### config.mk
export PLATFORM = sky130hd
export DESIGN_NAME = rr_arb_8b
export DESIGN_NICKNAME = d
export VERILOG_FILES = /design/src/rtl/arb_pkg.sv /design/src/rtl/arb_pick_8b.sv /design/src/rtl/rr_arb_8b.sv
export SDC_FILE = /design/constraint.sdc
export NUM_CORES = 1
export LEC_CHECK = 0
export BUFFER_PORTS_ARGS = -buffer_cell sky130_fd_sc_hd__buf_2
export CAP_MARGIN = 20
export CORE_UTILIZATION = 39
export DETAILED_ROUTE_END_ITERATION = 10
export HOLD_SLACK_MARGIN = 0.08
export PLACE_DENSITY_LB_ADDON = 0.2
export SLEW_MARGIN = 10
export SYNTH_ARGS = -nofsm -noshare
export SYNTH_HDL_FRONTEND = slang
export SYNTH_HIERARCHICAL = 1
export SYNTH_SLANG_ARGS = --single-unit
### constraint.sdc
create_clock -name clk_i -period 4.1 [get_ports clk_i]
set_clock_uncertainty 0.1 [all_clocks]
set_input_delay 0 -clock clk_i [delete_from_list [all_inputs] [get_ports clk_i]]
set_output_delay 0 -clock clk_i [all_outputs]
set_load 0.02 [all_outputs]
### src/rtl/arb_pkg.sv
// Shared types and sizes for the eight-requester round-robin arbiter.
//   ARB_N       : number of requesters
//   ARB_W       : width of a requester index
//   arb_state_t : arbiter FSM state (IDLE, GRANT)
package arb_pkg;

    localparam int ARB_N = 8;
    localparam int ARB_W = 3;

    typedef enum logic {
        IDLE  = 1'b0,
        GRANT = 1'b1
    } arb_state_t;

endpackage

### src/rtl/arb_pick_8b.sv
// Purely combinational MSB-first picker.
//   vec    in  8  candidate request vector
//   onehot out 8  one-hot of the highest set bit of vec (zero if vec is zero)
//   idx    out 3  binary index of the highest set bit (zero if vec is zero)
//   any    out 1  vec is non-zero
module arb_pick_8b
    import arb_pkg::*;
(
    input  logic [ARB_N-1:0] vec,
    output logic [ARB_N-1:0] onehot,
    output logic [ARB_W-1:0] idx,
    output logic             any
);

    // Ascending scan: later (higher) set bits overwrite earlier ones, so the MSB wins.
    always_comb begin
        onehot = {ARB_N{1'b0}};
        idx    = {ARB_W{1'b0}};
        any    = |vec;
        for (int i = 0; i < ARB_N; i++) begin
            onehot = vec[i] ? (ARB_N'(1) << i) : onehot;
            idx    = vec[i] ? ARB_W'(i) : idx;
        end
    end

endmodule

### src/rtl/rr_arb_8b.sv
// Eight-requester round-robin arbiter with grant lock and acknowledge timeout.
// Priority rotates downward from the most recently retired grant; with a fresh
// pointer (0) the highest requester wins.
//   clk_i       in  1  clock, rising edge
//   rst_i       in  1  synchronous active-high reset
//   req_i       in  8  request vector, bit n = client n
//   ack_i       in  1  current grantee done (ignored when idle)
//   gnt_o       out 8  registered one-hot grant, zero when idle
//   gnt_idx_o   out 3  index of gnt_o, holds last value when idle
//   gnt_valid_o out 1  gnt_o is non-zero
//   timeout_o   out 1  one-cycle pulse when a grant is revoked for timeout
// TIMEOUT = 0 disables the timeout.
module rr_arb_8b
    import arb_pkg::*;
#(
    parameter int TIMEOUT = 255
) (
    input  logic             clk_i,
    input  logic             rst_i,
    input  logic [ARB_N-1:0] req_i,
    input  logic             ack_i,
    output logic [ARB_N-1:0] gnt_o,
    output logic [ARB_W-1:0] gnt_idx_o,
    output logic             gnt_valid_o,
    output logic             timeout_o
);

    localparam int            CW     = (TIMEOUT < 1) ? 1 : $clog2(TIMEOUT + 1);
    localparam logic [CW-1:0] T_LAST = (TIMEOUT < 1) ? {CW{1'b0}} : CW'(TIMEOUT - 1);
    localparam logic          TO_EN  = (TIMEOUT != 0);

    arb_state_t       state_q;
    logic [ARB_W-1:0] last_q;
    logic [CW-1:0]    cnt_q;

    logic [ARB_W-1:0] ptr;
    logic [ARB_N-1:0] cand;
    logic [ARB_N-1:0] masked;
    logic [ARB_N-1:0] m_oh;
    logic [ARB_N-1:0] c_oh;
    logic [ARB_W-1:0] m_idx;
    logic [ARB_W-1:0] c_idx;
    logic             m_any;
    logic             c_any;
    logic [ARB_N-1:0] win_oh;
    logic [ARB_W-1:0] win_idx;
    logic             win_any;
    logic             expire;

    // Candidate set and rotation mask. While granting, the only re-arbitration
    // happens on ack, where the retiring grantee becomes the pointer.
    always_comb begin
        ptr    = (state_q == GRANT) ? gnt_idx_o : last_q;
        cand   = req_i & ~((state_q == GRANT) ? gnt_o : {ARB_N{1'b0}});
        masked = cand & ((ARB_N'(1) << ptr) - ARB_N'(1));
    end

    arb_pick_8b u_pick_masked (
        .vec    (masked),
        .onehot (m_oh),
        .idx    (m_idx),
        .any    (m_any)
    );

    arb_pick_8b u_pick_all (
        .vec    (cand),
        .onehot (c_oh),
        .idx    (c_idx),
        .any    (c_any)
    );

    // Requests below the pointer take precedence; otherwise wrap to the top.
    always_comb begin
        win_oh  = m_any ? m_oh : c_oh;
        win_idx = m_any ? m_idx : c_idx;
        win_any = c_any;
        expire  = TO_EN && (cnt_q == T_LAST);
    end

    // Arbiter FSM, rotation pointer, hold counter and output registers.
    always_ff @(posedge clk_i) begin
        if (rst_i) begin
            state_q     <= IDLE;
            last_q      <= {ARB_W{1'b0}};
            cnt_q       <= {CW{1'b0}};
            gnt_o       <= {ARB_N{1'b0}};
            gnt_idx_o   <= {ARB_W{1'b0}};
            gnt_valid_o <= 1'b0;
            timeout_o   <= 1'b0;
        end else begin
            timeout_o <= 1'b0;
            case (state_q)
                IDLE: begin
                    if (win_any) begin
                        gnt_o       <= win_oh;
                        gnt_idx_o   <= win_idx;
                        gnt_valid_o <= 1'b1;
                        cnt_q       <= {CW{1'b0}};
                        state_q     <= GRANT;
                    end else begin
                        state_q <= IDLE;
                    end
                end
                GRANT: begin
                    if (ack_i) begin
                        last_q <= gnt_idx_o;
                        if (win_any) begin
                            gnt_o     <= win_oh;
                            gnt_idx_o <= win_idx;
                            cnt_q     <= {CW{1'b0}};
                            state_q   <= GRANT;
                        end else begin
                            gnt_o       <= {ARB_N{1'b0}};
                            gnt_valid_o <= 1'b0;
                            state_q     <= IDLE;
                        end
                    end else if (expire) begin
                        // Stalled grantee becomes the pointer so it loses priority.
                        last_q      <= gnt_idx_o;
                        gnt_o       <= {ARB_N{1'b0}};
                        gnt_valid_o <= 1'b0;
                        timeout_o   <= 1'b1;
                        state_q     <= IDLE;
                    end else if (cnt_q != T_LAST) begin
                        cnt_q <= cnt_q + CW'(1);
                    end else begin
                        cnt_q <= cnt_q;
                    end
                end
                default: begin
                    state_q     <= IDLE;
                    gnt_o       <= {ARB_N{1'b0}};
                    gnt_valid_o <= 1'b0;
                end
            endcase
        end
    end

endmodule

==> results of run 1 <==
final cells by class:
class	count	area [um^2]	area share, %
multi-input cells	166	1150	58.6
flip-flops and latches	25	500	25.5
inverters	10	37.5	1.91
well taps	50	62.6	3.19
repair buffers	29	165	8.42
clock buffers	4	45.0	2.30
report_power, final:
group          leakage (nW)  switching [mW]  internal, mW
registers             0.204          0.0120         0.254
logic                 0.631          0.0988        0.0687
clock network        0.0228          0.0806        0.0697
worst register-to-register path, delay by kind of cell (launching register included):
family          cells  cell delay [ns]
compound gates      3             0.44
fa+ha+maj           1             0.23
buf+inv             1             0.16
flops               1             0.48
mux                 2             0.64
simple gates        4             1.38
sequential cells by signal, indices dropped and copies added, names as in the netlist:
register     count
timeout_o        1
gnt_idx_o        3
gnt_valid_o      1
state_q          1
cnt_q            8
gnt_o            8
last_q           3
Yosys cell counts (3+ instances only):
| master | instances |
|---|---|
| sky130_fd_sc_hd__ha_1 | 3 |
| sky130_fd_sc_hd__and3_1 | 7 |
| sky130_fd_sc_hd__dfxtp_1 | 25 |
| sky130_fd_sc_hd__or3_1 | 4 |
| sky130_fd_sc_hd__a221o_1 | 3 |
| sky130_fd_sc_hd__nand3_1 | 3 |
| sky130_fd_sc_hd__a21boi_0 | 9 |
| sky130_fd_sc_hd__nor3_1 | 10 |
| sky130_fd_sc_hd__o31ai_1 | 12 |
| sky130_fd_sc_hd__buf_2 | 4 |
| sky130_fd_sc_hd__nor2_1 | 14 |
| sky130_fd_sc_hd__a211oi_1 | 3 |
| sky130_fd_sc_hd__inv_1 | 7 |
| sky130_fd_sc_hd__clkbuf_1 | 4 |
| sky130_fd_sc_hd__nand2_1 | 15 |
| sky130_fd_sc_hd__mux2i_1 | 17 |
| sky130_fd_sc_hd__o211ai_1 | 9 |
| sky130_fd_sc_hd__and2_1 | 8 |
| sky130_fd_sc_hd__a21oi_1 | 10 |
worst paths after layout:
kind | from | end | cells after the start
setup / recovery | state_q | gnt_idx_o[0] | 11
hold / removal | req_i[7] | gnt_o[7] | 4
setup reg to reg | state_q | gnt_idx_o[0] | 11
hold reg to reg | last_q[0] | last_q[0] | 2
cell families (layout without fill, tap and decap cells):
| logic type | count (synthesis) | count (layout) | synth area share [%] |
|---|---|---|---|
| DFF | 25 | 25 | 29.0 |
| xor gates and xnor gates | 2 | 2 | 1.02 |
| other | 1 | 6 | 0.218 |
| buffers and inverters | 21 | 43 | 5.30 |
| muxes | 19 | 19 | 11.2 |
| adders and majority gates | 3 | 3 | 2.18 |
| and+or+nand+nor | 81 | 81 | 27.6 |
| AOI/OAI and AO/OA | 55 | 55 | 23.5 |
cells in the final DEF (no fill, tap or decap), types with 3 or more instances in the layout:
| cell type | netlist | layout |
|---|---|---|
| sky130_fd_sc_hd__ha_1 | 3 | 3 |
| sky130_fd_sc_hd__buf_4 | 2 | 4 |
| sky130_fd_sc_hd__nor2_1 | 14 | 14 |
| sky130_fd_sc_hd__and3_1 | 7 | 7 |
| sky130_fd_sc_hd__clkbuf_8 | 0 | 3 |
| sky130_fd_sc_hd__nor3_1 | 10 | 10 |
| sky130_fd_sc_hd__a221o_1 | 3 | 3 |
| sky130_fd_sc_hd__a21oi_1 | 10 | 10 |
| sky130_fd_sc_hd__a21boi_0 | 9 | 9 |
| sky130_fd_sc_hd__nand3_1 | 3 | 3 |
| sky130_fd_sc_hd__and2_1 | 8 | 8 |
| sky130_fd_sc_hd__inv_1 | 7 | 7 |
| sky130_fd_sc_hd__dfxtp_1 | 25 | 25 |
| sky130_fd_sc_hd__conb_1 | 1 | 6 |
| sky130_fd_sc_hd__or3_1 | 4 | 4 |
| sky130_fd_sc_hd__mux2i_1 | 17 | 17 |
| sky130_fd_sc_hd__o31ai_1 | 12 | 12 |
| sky130_fd_sc_hd__buf_2 | 4 | 23 |
| sky130_fd_sc_hd__a211oi_1 | 3 | 3 |
| sky130_fd_sc_hd__nand2_1 | 15 | 15 |
| sky130_fd_sc_hd__o211ai_1 | 9 | 9 |
metal layers:
| metal | routed length, um | part of all wire, % | track usage, % | vias to the layer above |
|---|---|---|---|---|
| met3 | 165 | 4.1 | 3.00 | 7 |
| met1 | 1940 | 48 | 25.1 | 723 |
| li1 | - | - | - | 826 |
| met2 | 1880 | 46 | 30.0 | 43 |
| met4 | 74 | 1.8 | 8.59 | 0 |
| met5 | 0 | 0 | 0 | - |
per-stage QoR:
stage | area (um^2) | power (mW) | instances
after floorplan | 1740 | 0.398 | 212
after global placement | 1900 | 0.437 | 278
after detailed placement | 1900 | 0.438 | 278
after CTS | 1960 | 0.586 | 284
after global routing | 1960 | 0.616 | 284
final | 1960 | 0.584 | 284
what timing repair did:
action | in CTS | in global routing
gates resized for setup | 0 | 0
hold buffers | 2 | 0
endpoints found under the hold margin | 9 | 0
setup buffers | 0 | 0
==> load_flow_metrics.sql, run 1 <==
INSERT INTO impl_metrics (metric_group, metric, value, unit) VALUES
('sta', 'max_slew.worst_pin.slew', '0.887', 'ns'),
('sta', 'slew_headroom', '40.3', '%'),
('critical_path', 'cell_family_with_the_largest_share_of_critical_path_delay', 'simple AND/OR/NAND/NOR gates', ''),
('detailed_routing', 'first_pass_iters', '4', ''),
('yosys', 'proportion_of_synthesized_chip_area_in_sequential_cells', '29.0', '%'),
('layout', 'filler_cell_count', '437', ''),
('clock_network', 'tritoncts.num_buffers', '3', ''),
('global_route', 'grt_pass1_vias', '1388', ''),
('yosys', 'synth_ff_type', 'sky130_fd_sc_hd__dfxtp_1', ''),
('layout', 'area_growth', '13.8', '%'),
('detailed_routing', 'wl_per_cell', '14.3', 'um'),
('yosys', 'ys.warnings.count', '6', ''),
('detailed_routing', 'post_detailed_routing_wire_length', '4070', 'um'),
('floorplan', 'placement_rows', '23', ''),
('critical_path', 'data_required_time_at_the_worst_endpoint', '4.19', 'ns'),
('sta', 'whs', '0.242', 'ns'),
('place', 'buffer_ports.inserted', '23', ''),
('sta', 'setup_violations', '0', ''),
('yosys', 'synth_area_leaders', 'sky130_fd_sc_hd__dfxtp_1 29%, sky130_fd_sc_hd__mux2i_1 9.9%, sky130_fd_sc_hd__o31ai_1 5.2%', ''),
('power', 'power_density', '298', 'mW/mm^2'),
('critical_path', 'reg2reg_setup_slack', '0.57', 'ns'),
('detailed_routing', 'drt-initial-drc-count', '116', ''),
('sta', 'finalWorstSetupSlack', '0.575', 'ns'),
('place', 'dpl_worst_slack', '0.594', 'ns'),
('yosys', 'synth_top_cell_by_area', 'sky130_fd_sc_hd__dfxtp_1', ''),
('sta', 'rsz_0062_raised_after_global_routing', 'false', ''),
('critical_path', 'critPathSlowestCell', 'sky130_fd_sc_hd__or3_1', ''),
('power', 'power.leakage', '0.858', 'nW'),
('clock_network', 'h-tree-depth', '1', ''),
('layout', 'number_of_nets_in_the_finished_design', '249', ''),
('layout', 'postLayoutCoreUtil', '47.6', '%'),
('floorplan', 'chipWidth', '68.5', 'um'),
('sta', 'setup_total_negative_slack', '0', 'ns'),
('detailed_routing', 'final_antenna_violating_net_count', '0', ''),
('power', 'vdd.ir_drop.worst', '0.000135', 'V'),
('yosys', 'post-synth-top-area-fraction', '29.0', '%'),
('sta', 'timing.final.crit_period', '3.53', 'ns'),
('floorplan', 'design.die.area', '0.00469', 'mm^2'),
('detailed_routing', 'drcViolationCount', '0', ''),
('critical_path', 'arrival_time_of_the_worst_setup_path', '3.61', 'ns'),
('detailed_routing', 'via_count', '1599', ''),
('global_route', 'grt_pass1_wl', '6510', 'um'),
('layout', 'diodes', '0', ''),
('yosys', 'post_synthesis_register_bit_count', '25', ''),
('yosys', 'synth-async-reset-ratio', '0', '%'),
('global_route', 'global_route.overflow_total', '0', ''),
('yosys', 'mappedNetlistArea', '0.00172', 'mm^2'),
('floorplan', 'die_height', '68.5', 'um'),
('place', 'place.detailed.hpwl', '3110', 'um'),
('yosys', 'synth_edf_count', '0', ''),
('yosys', 'syn_area_per_cell', '8.32', 'um^2'),
('clock_network', 'clock_insertion_delay_worst_skew', '0.27', 'ns'),
('yosys', 'postSynthCellCount', '207', ''),
('layout', 'layout-drive-gt1-share', '16.2', '%'),
('hold_path', 'hold_class', 'in2reg', ''),
('job', 'drv_cap', '0', ''),
('place', 'place.gp.congestion', '0.830', ''),
('status', 'outcome', 'finished clean', ''),
('detailed_routing', 'routed_via_density', '5.63', ''),
('clock_network', 'clock_sinks', '25', ''),
('sta', 'slew_violations', '0', ''),
('global_route', 'maximum_number_of_pins_on_one_net_before_global_route_repair', '19', ''),
('clock_network', 'clock_transition_at_the_registers_of_the_reported_paths', '0.09', 'ns'),
('critical_path', 'critical_path.max_stage_delay', '0.59', 'ns'),
('global_route', 'antenna_found_initial', '0', ''),
('sta', 'final_min_period_over_clock_period', '86.0', '%'),
('critical_path', 'crit_buf_inv', '1', ''),
('floorplan', 'floorplan.initialDensity', '41.9', '%'),
('floorplan', 'ports', '24', ''),
('yosys', 'yosys.cell_types.count', '47', ''),
('critical_path', 'cpMostUsedCell', 'sky130_fd_sc_hd__or3_1', '');
Note: power is estimated with default switching activity, not from simulation.
==> run 2: changes to the inputs <==
--- a/config.mk
+++ b/config.mk
@@ -7,9 +7,11 @@
 export LEC_CHECK = 0
 export BUFFER_PORTS_ARGS = -buffer_cell sky130_fd_sc_hd__buf_2
 export CAP_MARGIN = 20
+export CORE_MARGIN = 1.5
 export CORE_UTILIZATION = 39
 export DETAILED_ROUTE_END_ITERATION = 10
 export HOLD_SLACK_MARGIN = 0.08
+export MAX_ROUTING_LAYER = met4
 export PLACE_DENSITY_LB_ADDON = 0.2
 export SLEW_MARGIN = 10
 export SYNTH_ARGS = -nofsm -noshare
==> constraint.sdc (replaced) <==
create_clock -name clk_i -period 3.9 [get_ports clk_i]
set_clock_uncertainty 0.1 [all_clocks]
set_input_delay 0 -clock clk_i [delete_from_list [all_inputs] [get_ports clk_i]]
set_output_delay 0 -clock clk_i [all_outputs]
set_load 0.02 [all_outputs]
==> run 2 against run 1 <==
  * Register-to-register slack worse by 0.23 ns
  * Design area is the same
  * Combinational power up 7%
  * Total power is 6.3% higher
==> load_flow_metrics.sql, run 2 (synthesized netlist as in run 1, its figures left out) <==
INSERT INTO impl_metrics (metric_group, metric, value, unit) VALUES
('power', 'power_density', '316', 'mW/mm^2'),
('detailed_routing', 'first_pass_iters', '4', ''),
('floorplan', 'ports', '24', ''),
('place', 'place.gp.congestion', '0.862', ''),
('global_route', 'grt_pass1_wl', '7160', 'um'),
('place', 'buffer_ports.inserted', '23', ''),
('detailed_routing', 'final_antenna_violating_net_count', '0', ''),
('clock_network', 'tritoncts', 'built', ''),
('clock_network', 'clock_transition_at_the_registers_of_the_reported_paths', '0.09', 'ns'),
('clock_network', 'cts.repair_timing.setup_buffer_count', '0', ''),
('clock_network', 'clock_insertion_delay_worst_skew', '0.27', 'ns'),
('layout', 'layout_common_cells', '25 x sky130_fd_sc_hd__dfxtp_1, 23 x sky130_fd_sc_hd__buf_2, 17 x sky130_fd_sc_hd__mux2i_1, 15 x sky130_fd_sc_hd__nand2_1, 14 x sky130_fd_sc_hd__nor2_1', ''),
('job', 'drv_cap', '0', ''),
('critical_path', 'worstSetupStartpointType', 'register', ''),
('detailed_routing', 'wl_per_cell', '14.9', 'um'),
('global_route', 'antenna_found_initial', '0', ''),
('sta', 'final_min_period_over_clock_period', '91.1', '%'),
('critical_path', 'data_required_time_at_the_worst_endpoint', '3.98', 'ns'),
('clock_network', 'tritoncts.num_buffers', '3', ''),
('layout', 'area_growth', '13.8', '%'),
('layout', 'filler_cell_count', '422', ''),
('sta', 'final_hold_violations', '0', ''),
('clock_network', 'clock_sinks', '25', ''),
('floorplan', 'coreArea', '0.00412', 'mm^2'),
('layout', 'commonest_non_fill_non_tap_cell_in_the_layout', 'sky130_fd_sc_hd__dfxtp_1', ''),
('power', 'power.leakage', '0.858', 'nW'),
('sta', 'slew_violations', '0', ''),
('global_route', 'grt_pass1_vias', '1514', ''),
('sta', 'rsz_0062_raised_after_global_routing', 'false', ''),
('critical_path', 'timing_worst_setup_path_type', 'reg2reg', ''),
('detailed_routing', 'drcViolationCount', '0', ''),
('power', 'vdd.ir_drop.worst', '0.000130', 'V'),
('sta', 'whs', '0.242', 'ns'),
('status', 'outcome', 'finished clean', ''),
('detailed_routing', 'drt-initial-drc-count', '63', ''),
('layout', 'reg_top3', 'cnt_q: 8 flops, gnt_o: 8 flops', ''),
('detailed_routing', 'via_count', '1601', ''),
('layout', 'fin_cells', '284', ''),
('detailed_routing', 'routed_via_density', '5.64', ''),
('sta', 'max_slew.worst_pin.slew', '0.955', 'ns'),
('layout', 'area_taken_by_multi_input_logic_gates', '0.00115', 'mm^2'),
('hold_path', 'hold_class', 'in2reg', ''),
('critical_path', 'worst_setup_path_end_kind', 'register', ''),
('layout', 'sequential_cell_area', '500', 'um^2'),
('place', 'place.detailed.hpwl', '3110', 'um'),
('sta', 'setup_total_negative_slack', '0', 'ns'),
('floorplan', 'design.die.area', '0.00483', 'mm^2'),
('place', 'placedCellCount', '278', ''),
('sta', 'max_freq', '281', 'MHz'),
('layout', 'layout-drive-gt1-share', '16.2', '%'),
('floorplan', 'floorplan.initialDensity', '41.9', '%'),
('place', 'dpl_worst_slack', '0.384', 'ns'),
('sta', 'timing.final.crit_period', '3.55', 'ns'),
('clock_network', 'h-tree-depth', '1', ''),
('layout', 'number_of_nets_in_the_finished_design', '249', ''),
('detailed_routing', 'post_detailed_routing_wire_length', '4220', 'um'),
('clock_network', 'clock_tree_root_buffer_cell', 'sky130_fd_sc_hd__clkbuf_8', ''),
('global_route', 'maximum_number_of_pins_on_one_net_before_global_route_repair', '19', ''),
('layout', 'diodes', '0', ''),
('floorplan', 'die_height', '69.5', 'um'),
('critical_path', 'arrival_time_of_the_worst_setup_path', '3.64', 'ns'),
('sta', 'finalWorstSetupSlack', '0.346', 'ns'),
('clock_network', 'cts_buffer_depth', '2', ''),
('global_route', 'global_route.overflow_total', '0', ''),
('floorplan', 'chipWidth', '69.5', 'um'),
('critical_path', 'timing.critical_path.fanout_max', '11', ''),
('global_route', 'gr-usage-all-layers', '18.6', '%'),
('floorplan', 'placement_rows', '23', ''),
('sta', 'slew_headroom', '35.8', '%'),
('sta', 'setup_violations', '0', '');
run 2: critical path, stage by stage, from the launching register on:
cell and delay (ns):
sky130_fd_sc_hd__dfxtp_1 0.49, sky130_fd_sc_hd__mux2_2 0.42, sky130_fd_sc_hd__or3_1 0.36, sky130_fd_sc_hd__ha_1 0.23, sky130_fd_sc_hd__o21ai_0 0.08, sky130_fd_sc_hd__a21boi_0 0.10
sky130_fd_sc_hd__buf_4 0.16, sky130_fd_sc_hd__nor4_4 0.33, sky130_fd_sc_hd__nand2_1 0.11, sky130_fd_sc_hd__or3_1 0.59, sky130_fd_sc_hd__mux2i_1 0.22, sky130_fd_sc_hd__a211oi_1 0.28
run 2: layout make-up:
type | count | area share, %
clock buffers | 4 | 2.30
inverters | 10 | 1.91
multi-input cells | 166 | 58.6
flip-flops and latches | 25 | 25.5
well taps | 50 | 3.19
repair buffers | 29 | 8.42
run 2: where the power goes:
group	internal [mW]	switching (mW)
combinational	0.0723	0.106
clock	0.0732	0.0881
sequential	0.267	0.0132
run 2: path summary, 6_finish.rpt:
check | from | endpoint | slack, ns | cells past startpoint
max | state_q | gnt_idx_o[0] | 0.35 | 11
min | req_i[7] | gnt_o[7] | 0.24 | 5
max reg2reg | state_q | gnt_idx_o[0] | 0.35 | 11
min reg2reg | last_q[0] | last_q[0] | 0.37 | 2
run 2: per-stage QoR:
step / utilization (%) / area (um^2) / total power, mW
2_1_floorplan: - / 1740 / 0.418
3_3_place_gp: 46.1 / 1900 / 0.461
3_5_place_dp: 46.1 / 1900 / 0.462
4_1_cts: 47.6 / 1960 / 0.623
5_1_grt: 47.6 / 1960 / 0.656
6_report: 47.6 / 1960 / 0.620
run 2: metal layers:
layer	GRT usage, %	wire length, um	up-vias
met4	6.75	61	0
met1	24.6	2030	729
li1	-	-	819
met5	-	0	-
met3	2.47	193	6
met2	29.0	1940	47
run 2: timing repair:
item | CTS | global route
endpoints found under the setup margin | 0 | 0
resized for setup | 0 | 0
hold buffers | 2 | 0
endpoints found under the hold margin | 9 | 0
